**src/rtl/pipeline_pkg.sv**
```systemverilog
// rtl/pipeline_pkg.sv - shared encodings for the MEM stage of the MIPS pipeline
//
// Purpose: RegDst / MemtoReg encodings, MEM-stage FSM state enum and MIPS
// instruction field positions used by mem_access_stage.
// Ports: none (package).

package pipeline_pkg;

  // RegDst select values
  localparam logic [1:0] REGDST_RT = 2'd0;
  localparam logic [1:0] REGDST_RD = 2'd1;
  localparam logic [1:0] REGDST_RA = 2'd2;

  // MemtoReg select values
  localparam logic [1:0] M2R_ALU = 2'd0;
  localparam logic [1:0] M2R_MEM = 2'd1;
  localparam logic [1:0] M2R_PC4 = 2'd2;

  // Instruction register field positions
  localparam int RT_MSB = 20;
  localparam int RT_LSB = 16;
  localparam int RD_MSB = 15;
  localparam int RD_LSB = 11;

  // jal link register
  localparam logic [4:0] REG_RA = 5'd31;

  typedef enum logic {
    ST_IDLE = 1'b0,
    ST_WAIT = 1'b1
  } mem_state_e;

endpackage

```
**src/rtl/mem_wb_reg.sv**
```systemverilog
// rtl/mem_wb_reg.sv - MEM/WB pipeline register with bubble insertion
//
// Purpose: holds the write-back control and data launched by the MEM stage.
// Ports:
//   clk, reset (async active-low)
//   bubble       : load zeros instead of the incoming values
//   regwrite_in, wreg_in, data_in : values to capture
//   wb_regwrite, wb_wreg, wb_data : registered MEM/WB contents

module mem_wb_reg (
  input  logic        clk,
  input  logic        reset,
  input  logic        bubble,
  input  logic        regwrite_in,
  input  logic [4:0]  wreg_in,
  input  logic [31:0] data_in,
  output logic        wb_regwrite,
  output logic [4:0]  wb_wreg,
  output logic [31:0] wb_data
);

  always_ff @(posedge clk or negedge reset) begin
    if (!reset) begin
      wb_regwrite <= 1'b0;
      wb_wreg     <= 5'd0;
      wb_data     <= 32'd0;
    end else if (bubble) begin
      wb_regwrite <= 1'b0;
      wb_wreg     <= 5'd0;
      wb_data     <= 32'd0;
    end else begin
      wb_regwrite <= regwrite_in;
      wb_wreg     <= wreg_in;
      wb_data     <= data_in;
    end
  end

endmodule

```
**src/rtl/mem_access_stage.sv**
```systemverilog
// rtl/mem_access_stage.sv - MEM stage: data-memory handshake, stall, MEM/WB launch
//
// Purpose: drives a ready-handshaked data-memory port for lw/sw from the
// EX/MEM register, stalls upstream while an access is outstanding, aborts
// misaligned or timed-out accesses with a one-cycle fault pulse, and loads
// the MEM/WB register.
// Ports:
//   clk, reset (async active-low)
//   ir_in, pc_plus_4_in, alu_out_in, regb_in, regwrite_in, memread_in,
//   memwrite_in, regdst_in, memtoreg_in : EX/MEM register contents
//   dmem_req, dmem_we, dmem_addr, dmem_wdata, dmem_ready, dmem_rdata : data memory port
//   mem_stall : hold PC, IF/ID, ID/EX, EX/MEM
//   mem_fault : one-cycle abort pulse
//   wb_regwrite, wb_wreg, wb_data : MEM/WB register outputs

module mem_access_stage
  import pipeline_pkg::*;
#(
  parameter int TIMEOUT = 16
) (
  input  logic        clk,
  input  logic        reset,
  input  logic [31:0] ir_in,
  input  logic [31:0] pc_plus_4_in,
  input  logic [31:0] alu_out_in,
  input  logic [31:0] regb_in,
  input  logic        regwrite_in,
  input  logic        memread_in,
  input  logic        memwrite_in,
  input  logic [1:0]  regdst_in,
  input  logic [1:0]  memtoreg_in,
  output logic        dmem_req,
  output logic        dmem_we,
  output logic [31:0] dmem_addr,
  output logic [31:0] dmem_wdata,
  input  logic        dmem_ready,
  input  logic [31:0] dmem_rdata,
  output logic        mem_stall,
  output logic        mem_fault,
  output logic        wb_regwrite,
  output logic [4:0]  wb_wreg,
  output logic [31:0] wb_data
);

  localparam int CW = $clog2(TIMEOUT) + 1;

  mem_state_e     state;
  logic [CW-1:0]  wait_cnt;
  logic           memop;
  logic           misaligned;
  logic           timeout_now;
  logic [4:0]     wreg;
  logic [31:0]    sel_data;
  logic           bubble;
  logic           unused_ir;

  assign memop       = memread_in | memwrite_in;
  assign misaligned  = memop & (alu_out_in[1:0] != 2'b00);
  assign dmem_req    = memop & ~misaligned;
  assign dmem_we     = memwrite_in & ~memread_in;
  assign dmem_addr   = alu_out_in;
  assign dmem_wdata  = regb_in;

  // wait_cnt holds the number of cycles the request has already been held,
  // so the abort lands on the TIMEOUT-th cycle of the request.
  assign timeout_now = (state == ST_WAIT) & (wait_cnt == CW'(TIMEOUT - 1)) & ~dmem_ready;
  assign mem_stall   = dmem_req & ~dmem_ready & ~timeout_now;

  always_ff @(posedge clk or negedge reset) begin
    if (!reset) begin
      state     <= ST_IDLE;
      wait_cnt  <= '0;
      mem_fault <= 1'b0;
    end else begin
      mem_fault <= misaligned | timeout_now;
      case (state)
        ST_IDLE: begin
          if (dmem_req & ~dmem_ready) begin
            state    <= ST_WAIT;
            wait_cnt <= CW'(1);
          end else begin
            wait_cnt <= '0;
          end
        end
        ST_WAIT: begin
          // A dropped request cannot happen while stalled, but leaving WAIT
          // keeps the FSM from hanging if it ever does.
          if (dmem_ready | timeout_now | ~dmem_req) begin
            state    <= ST_IDLE;
            wait_cnt <= '0;
          end else begin
            wait_cnt <= wait_cnt + CW'(1);
          end
        end
        default: begin
          state    <= ST_IDLE;
          wait_cnt <= '0;
        end
      endcase
    end
  end

  always_comb begin
    wreg = 5'd0;
    case (regdst_in)
      REGDST_RT: wreg = ir_in[RT_MSB:RT_LSB];
      REGDST_RD: wreg = ir_in[RD_MSB:RD_LSB];
      REGDST_RA: wreg = REG_RA;
      default:   wreg = 5'd0;
    endcase
  end

  always_comb begin
    sel_data = 32'd0;
    case (memtoreg_in)
      M2R_ALU: sel_data = alu_out_in;
      M2R_MEM: sel_data = dmem_rdata;
      M2R_PC4: sel_data = pc_plus_4_in;
      default: sel_data = 32'd0;
    endcase
  end

  assign bubble    = mem_stall | misaligned | timeout_now;
  assign unused_ir = ^{ir_in[31:21], ir_in[10:0]};

  mem_wb_reg u_mem_wb_reg (
    .clk         (clk),
    .reset       (reset),
    .bubble      (bubble),
    .regwrite_in (regwrite_in & (wreg != 5'd0)),
    .wreg_in     (wreg),
    .data_in     (sel_data),
    .wb_regwrite (wb_regwrite),
    .wb_wreg     (wb_wreg),
    .wb_data     (wb_data)
  );

endmodule
```
**config.mk**
```make
export PLATFORM = sky130hd
export DESIGN_NAME = mem_access_stage
export DESIGN_NICKNAME = d
export VERILOG_FILES = /design/src/rtl/pipeline_pkg.sv /design/src/rtl/mem_wb_reg.sv /design/src/rtl/mem_access_stage.sv
export SDC_FILE = /design/constraint.sdc
export NUM_CORES = 1
export LEC_CHECK = 0
export CELL_PAD_IN_SITES_DETAIL_PLACEMENT = 0
export CELL_PAD_IN_SITES_GLOBAL_PLACEMENT = 1
export CORE_ASPECT_RATIO = 1.4
export CORE_MARGIN = 2
export CORE_UTILIZATION = 21
export DETAILED_ROUTE_END_ITERATION = 7
export GPL_ROUTABILITY_DRIVEN = 0
export PLACE_DENSITY = 0.83
export SLEW_MARGIN = 5
export SYNTH_ARGS = -nofsm -noshare
export SYNTH_HDL_FRONTEND = slang
export SYNTH_SLANG_ARGS = --single-unit
```
**constraint.sdc**
```tcl
create_clock -name clk -period 3.45 [get_ports clk]
set_clock_uncertainty 0.1 [all_clocks]
set_input_delay 0.5175 -clock clk [delete_from_list [all_inputs] [get_ports clk]]
set_output_delay 0.5175 -clock clk [all_outputs]
set_load 0.05 [all_outputs]
```
==> results of run 1 <==
-- stage by stage --
| stage | instance area [um2] | hold WS [ns] | cells | util, % | worst slack (ns) |
|---|---|---|---|---|---|
| after floorplan | 2831 | 0.1219 | 301 | - | 0.5147 |
| after global placement | 4414 | 0.4181 | 599 | 33.28 | 0.8813 |
| after detailed placement | 4414 | 0.4444 | 599 | 33.28 | 0.8899 |
| after CTS | 4553 | 0.3450 | 607 | 34.33 | 0.8876 |
| after global routing | 4553 | 0.4056 | 607 | 34.33 | 0.7925 |
| final | 4553 | 0.3128 | 607 | 34.33 | 0.8916 |
-- cells by family (layout without fill, tap and decap cells) --
group	count (synthesis)	in the layout	synth area share [%]
DFF	45	45	39.77
buffers and inverters	81	205	20.68
adders and majority gates	2	2	0.8836
muxes	32	32	11.31
and+or+nand+nor	92	92	17.10
xor gates and xnor gates	2	2	0.6188
AOI/OAI and AO/OA	47	47	9.634
-- power by group through the flow --
stage	combinational (mW)	clock, mW	sequential, mW
after floorplan	0.311	0	0.685
after global placement	0.572	0	0.576
after detailed placement	0.575	0	0.577
after CTS	0.578	0.479	0.567
after global routing	0.602	0.494	0.570
final	0.569	0.461	0.567
-- cells in the final DEF (no fill, tap or decap), types with 2 or more instances in the layout --
master and n:
clkdlybuf4s50_1 185, dfrtp_1 45, nand2_1 38, a21oi_1 37
mux2i_1 32, or2_2 32, buf_4 9, nor2_1 6
clkbuf_16 5, o21bai_1 4, and3_1 3, and2_1 2
nand3b_1 2, ha_1 2, clkinv_2 2, buf_2 2
-- flip-flops by register name, indices dropped and copies added, names as in the netlist --
register                  cells
u_mem_wb_reg.wb_data         32
u_mem_wb_reg.wb_wreg          5
wait_cnt                      5
mem_fault                     1
state                         1
u_mem_wb_reg.wb_regwrite      1
-- per-layer routing --
layer	vias to the layer above	global-route usage (%)	routed length, um
met2	105	22.47	4898
met4	0	7.088	398
li1	1178	-	-
met5	-	0	0
met1	1125	12.26	3234
met3	34	1.429	543
-- worst paths after layout --
| check | startpoint | to | slack, ns | cells past startpoint |
|---|---|---|---|---|
| min reg2reg | wait_cnt[3] | wait_cnt[3] | 0.45 | 2 |
| max in group asynchronous | reset | u_mem_wb_reg.wb_data[21] | 2.31 | 1 |
| max | memwrite_in | dmem_we | 0.89 | 3 |
| min | reset | u_mem_wb_reg.wb_data[6] | 0.31 | 1 |
| max reg2reg | wait_cnt[0] | wait_cnt[2] | 1.36 | 6 |
| min in group clk | wait_cnt[3] | wait_cnt[3] | 0.45 | 2 |
-- final cells by class --
| cell class | instances | area (um2) | area share [%] |
|---|---|---|---|
| inverter | 1 | 3.754 | 0.08244 |
| clock buffer | 6 | 128.9 | 2.830 |
| tap | 182 | 227.7 | 5.001 |
| clock inverter | 2 | 10.01 | 0.2198 |
| sequential | 45 | 1126 | 24.73 |
| timing repair buffer | 196 | 1929 | 42.37 |
| multi-input combinational | 175 | 1127 | 24.76 |
==> impl_metrics.toml, run 1 <==
[pwr]
power.switching_mw = 0.5193
p_clk_share_pct = 28.9
power_leakage_nw = 1.902
power_frac_comb_pct = 35.6
power_mw = 1.597
powerDensity_nw_per_um2 = 350.8
ir_drop_mv = 0.2179
seqPwrFrac_pct = 35.5
p_sw_share_pct = 32.51
internal_power_mw = 1.078

[critical_path]
cp_slowest_stage_delay_ns = 0.80
worstSetupPathType = "in -> out"
cp_slowest_cell = "clkdlybuf4s50_1"
critPathMaxFanout = 3
critPathCaptureType = "output port"
start_kind = "input port"
crit_required_ns = 2.83
crit_chain = "clkdlybuf4s50_1 > nor2b_1 > clkdlybuf4s50_1"
cp_common_cell = "clkdlybuf4s50_1"
arrival_ns = 1.94
path_delay_family = "buffers and inverters"
critPathBufInv = 2

[die]
io_pins = 276
die_h_um = 141.4
rows = 50
fp.coreArea_um2 = 13260
chipWidth_um = 102.1
die_area_um2 = 14440
start_util_pct = 21.35

[clock_tree]
cts_resized = 0
clockRootBuffer = "clkbuf_16"
clk_latency_ns = 0.28
cts_buffers = 5
cts_sinks = 45
htree_levels = 2
postCtsHoldBufs = 0
cts_buffer_depth = 2
cts.reportedPaths.clkPinSlew_ns = 0.06
cts_setup_buffers = 0
cts_tree = "yes"

[global_route]
gr-total-overflow = 0
gr-usage-all-layers_pct = 11.93
antenna_found_initial = 0
grt_pass1_vias = 2600
grt_max_degree = 46
grt_pass1_wl_um = 13130

[synthesis]
yosys_warnings = 0
postSynthCellCount = 301
netlist_top_cells_area = "dfrtp_1, buf_4, mux2i_1"
synth_ff_type = "dfrtp_1"
synth_edf_count = 0
synth_top_area_share_pct = 39.77
yosysSeqAreaShare_pct = 39.77
synth_common_cells = "buf_4, dfrtp_1, nand2_1"
async_flop_share_pct = 100.0
synth_top_area_cell = "dfrtp_1"
synth_seq_cells = 45
syn_area_um2 = 2831
syn_nets = 473
yosysMostFrequentCell = "buf_4"
ys_types = 32
avgSynthCellArea_um2 = 9.407

[layout]
nFillCells = 1402
drive_gt1_share_pct = 13.41
syn_to_final_growth_pct = 60.80
final_nets = 596
diodes = 0

[flow_run]
maxCapViolations = 0

[timing]
tns_ns = 0
fin_crit_sh_pct = 74.16
timing.final.crit_period_ns = 2.558
finalSetupViolations = 0
maxSlewViolCount = 0
hold_viol = 0
tightest_slew_ns = 1.021
fmax_ghz = 0.3909
rsz0062_at_grt = "false"
slew-limit-headroom_pct = 31.93

[detailed_routing]
routedWlPerCell_um = 14.95
vias = 2442
drtAntennaViolNets = 0
dr.pass1.iters = 4
vias_per_cell = 4.023
drt_iter0_drc = 66
drc = 0
wl_um = 9074

[place]
dp_hpwl_um = 7182
port_buffers = 189

[min_path]
holdCritPathClass = "in -> async"

[outcome]
status = "complete, no violations"
Power figures use the tool's default switching activity.
==> inputs of run 2 (changes only) <==
--- a/config.mk
+++ b/config.mk
@@ -9,10 +9,10 @@
 export CELL_PAD_IN_SITES_GLOBAL_PLACEMENT = 1
 export CORE_ASPECT_RATIO = 1.4
 export CORE_MARGIN = 2
-export CORE_UTILIZATION = 21
+export CORE_UTILIZATION = 18
 export DETAILED_ROUTE_END_ITERATION = 7
 export GPL_ROUTABILITY_DRIVEN = 0
-export PLACE_DENSITY = 0.83
+export PLACE_DENSITY = 0.76
 export SLEW_MARGIN = 5
 export SYNTH_ARGS = -nofsm -noshare
 export SYNTH_HDL_FRONTEND = slang
==> constraint.sdc (replaced) <==
create_clock -name clk -period 2.3 [get_ports clk]
set_clock_uncertainty 0.1 [all_clocks]
set_input_delay 0.345 -clock clk [delete_from_list [all_inputs] [get_ports clk]]
set_output_delay 0.345 -clock clk [all_outputs]
set_load 0.05 [all_outputs]
==> run 2 against run 1 <==
Die area increased by 16%. Design area increased by 2.3%. Largest cell class unchanged. Worst setup slack got worse by 0.80 ns. Routed wire length grew 1.5%. Final cell count increased by 3.0%. Clock-buffer cell count increased by 1.
==> impl_metrics.toml, run 2 (same netlist as run 1, synthesis figures left out) <==
[pwr]
ir_drop_mv = 0.2979
powerDensity_nw_per_um2 = 538.4
power_leakage_nw = 1.998

[detailed_routing]
dr_wl_met2_um = 4947
drtAntennaViolNets = 0
routedWlPerCell_um = 14.73
vias_per_cell = 3.965
top_layer = "met4"
vias = 2478
wl_met3_um = 550
dr.pass1.iters = 4
drt_iter0_drc = 37
wl_met1_um = 3243
drc = 0
wl_um = 9207

[layout]
layout_common_cells = "clkdlybuf4s50_1, dfrtp_1, nand2_1"
largest_reg_flops = 32
syn_to_final_growth_pct = 64.52
final_common_cell = "clkdlybuf4s50_1"
multi_input_area_um2 = 1146
drive_gt1_share_pct = 22.84
diodes = 0
seq_area_um2 = 1126
regMostFlops = "u_mem_wb_reg.wb_data"
reg_top3 = "u_mem_wb_reg.wb_data (32), u_mem_wb_reg.wb_wreg (5), wait_cnt (5)"
final_nets = 600
nFillCells = 1618

[global_route]
gr-usage-all-layers_pct = 10.82
grt_pass1_wl_um = 13830
grt_max_degree = 46
antenna_found_initial = 0
gr-total-overflow = 0
grt_pass1_vias = 2598

[flow_run]
maxCapViolations = 0

[critical_path]
critPathCaptureType = "output port"
arrival_ns = 1.76
worstSetupPathType = "reg -> out"
crit_required_ns = 1.86
worst-r2r-cell-count = 6
start_kind = "flip-flop"
critPathMaxFanout = 4

[die]
io_pins = 276
start_util_pct = 18.30
fp.coreArea_um2 = 15470
chipWidth_um = 110
die_h_um = 152.4
die_area_um2 = 16760
rows = 54

[place]
port_buffers = 189
dp_hpwl_um = 7149

[timing]
tightest_slew_ns = 0.5417
hold_viol = 0
slew-limit-headroom_pct = 63.77
maxSlewViolCount = 0
rsz0062_at_grt = "false"
hold_ws_ns = 0.4540
fin_crit_sh_pct = 95.82
fmax_ghz = 0.4537
timing.final.crit_period_ns = 2.204
tns_ns = 0
finalSetupViolations = 0

[clock_tree]
cts.reportedPaths.clkPinSlew_ns = 0.06
cts_buffer_depth = 2
clockRootBuffer = "clkbuf_16"
htree_levels = 2
cts_sinks = 45
clk_latency_ns = 0.29
cts_tree = "yes"
cts_buffers = 5

[outcome]
status = "complete, no violations"

[min_path]
holdCritPathClass = "reg -> reg"
min_path_cells = 2
run 2: changes by cell type in the layout (fill, tap and decap cells not counted), moves of 2 or more:
| cell | delta |
|---|---|
| clkbuf_8 | +2 |
| buf_12 | +8 |
| clkdlybuf4s50_1 | -33 |
| buf_4 | +28 |
run 2: repair_timing:
item                                    CTS  global route
buffers inserted                          0             1
hold buffers                              1             0
pin swaps                                 0             1
gates resized for setup                   2             1
endpoints found under the setup margin    1             1
hold endpoints to repair                 45             0
run 2: per-stage QoR:
| stage | setup WS [ns] | instances | total power [mW] | area (um2) | utilization, % |
|---|---|---|---|---|---|
| final | 0.09605 | 625 | 2.508 | 4658 | 30.11 |
| after global routing | 0.02949 | 625 | 2.633 | 4658 | 30.11 |
| after CTS | 0.02658 | 624 | 2.560 | 4648 | 30.04 |
| after detailed placement | 0.2519 | 615 | 1.747 | 4474 | 28.92 |
| after global placement | 0.2952 | 615 | 1.740 | 4474 | 28.92 |
| after floorplan | 0.2364 | 301 | 1.495 | 2836 | - |
run 2: worst paths after layout:
| check | slack, ns | to | startpoint |
|---|---|---|---|
| setup / recovery | 0.1 | mem_stall | wait_cnt[0] |
| hold / removal | 0.45 | wait_cnt[3] | wait_cnt[3] |
| setup reg to reg | 0.29 | wait_cnt[3] | wait_cnt[0] |
| hold reg to reg | 0.45 | wait_cnt[3] | wait_cnt[3] |
| max in group asynchronous | 1.40 | u_mem_wb_reg.wb_wreg[3] | reset |
| min in group asynchronous | 0.48 | u_mem_wb_reg.wb_data[5] | reset |
run 2: metal layers:
layer	track usage, %	up-vias
li1	-	1194
met1	11.24	1133
met2	19.87	113
met3	1.112	38
met4	6.992	0
met5	0	-
run 2: final cells by class:
type	count	area share, %
clock buffers	7	3.277
well taps	196	5.265
inverters	1	0.08058
repair buffers	200	42.49
clock inverters	1	0.1074
flip-flops and latches	45	24.17
multi-input cells	175	24.60
run 2: worst max-delay path: stages (launching register included):
cell	delay, ns
dfrtp_1	0.40
ha_1	0.23
and3_1	0.19
ha_2	0.20
a21oi_2	0.16
and2_4	0.17
buf_12	0.13
run 2: power breakdown:
part           total, mW  switching (mW)  leakage [nW]  internal (mW)
sequential         0.851          0.0144         0.602          0.836
clock              0.785           0.323        0.0799          0.461
combinational      0.872           0.478          1.32          0.395
==> inputs of run 3 (changes only) <==
--- a/config.mk
+++ b/config.mk
@@ -5,6 +5,7 @@
 export SDC_FILE = /design/constraint.sdc
 export NUM_CORES = 1
 export LEC_CHECK = 0
+export CAP_MARGIN = 25
 export CELL_PAD_IN_SITES_DETAIL_PLACEMENT = 0
 export CELL_PAD_IN_SITES_GLOBAL_PLACEMENT = 1
 export CORE_ASPECT_RATIO = 1.4
==> results of run 3 <==
Same layout as run 2: the final DEF is identical, and so are final timing and power.
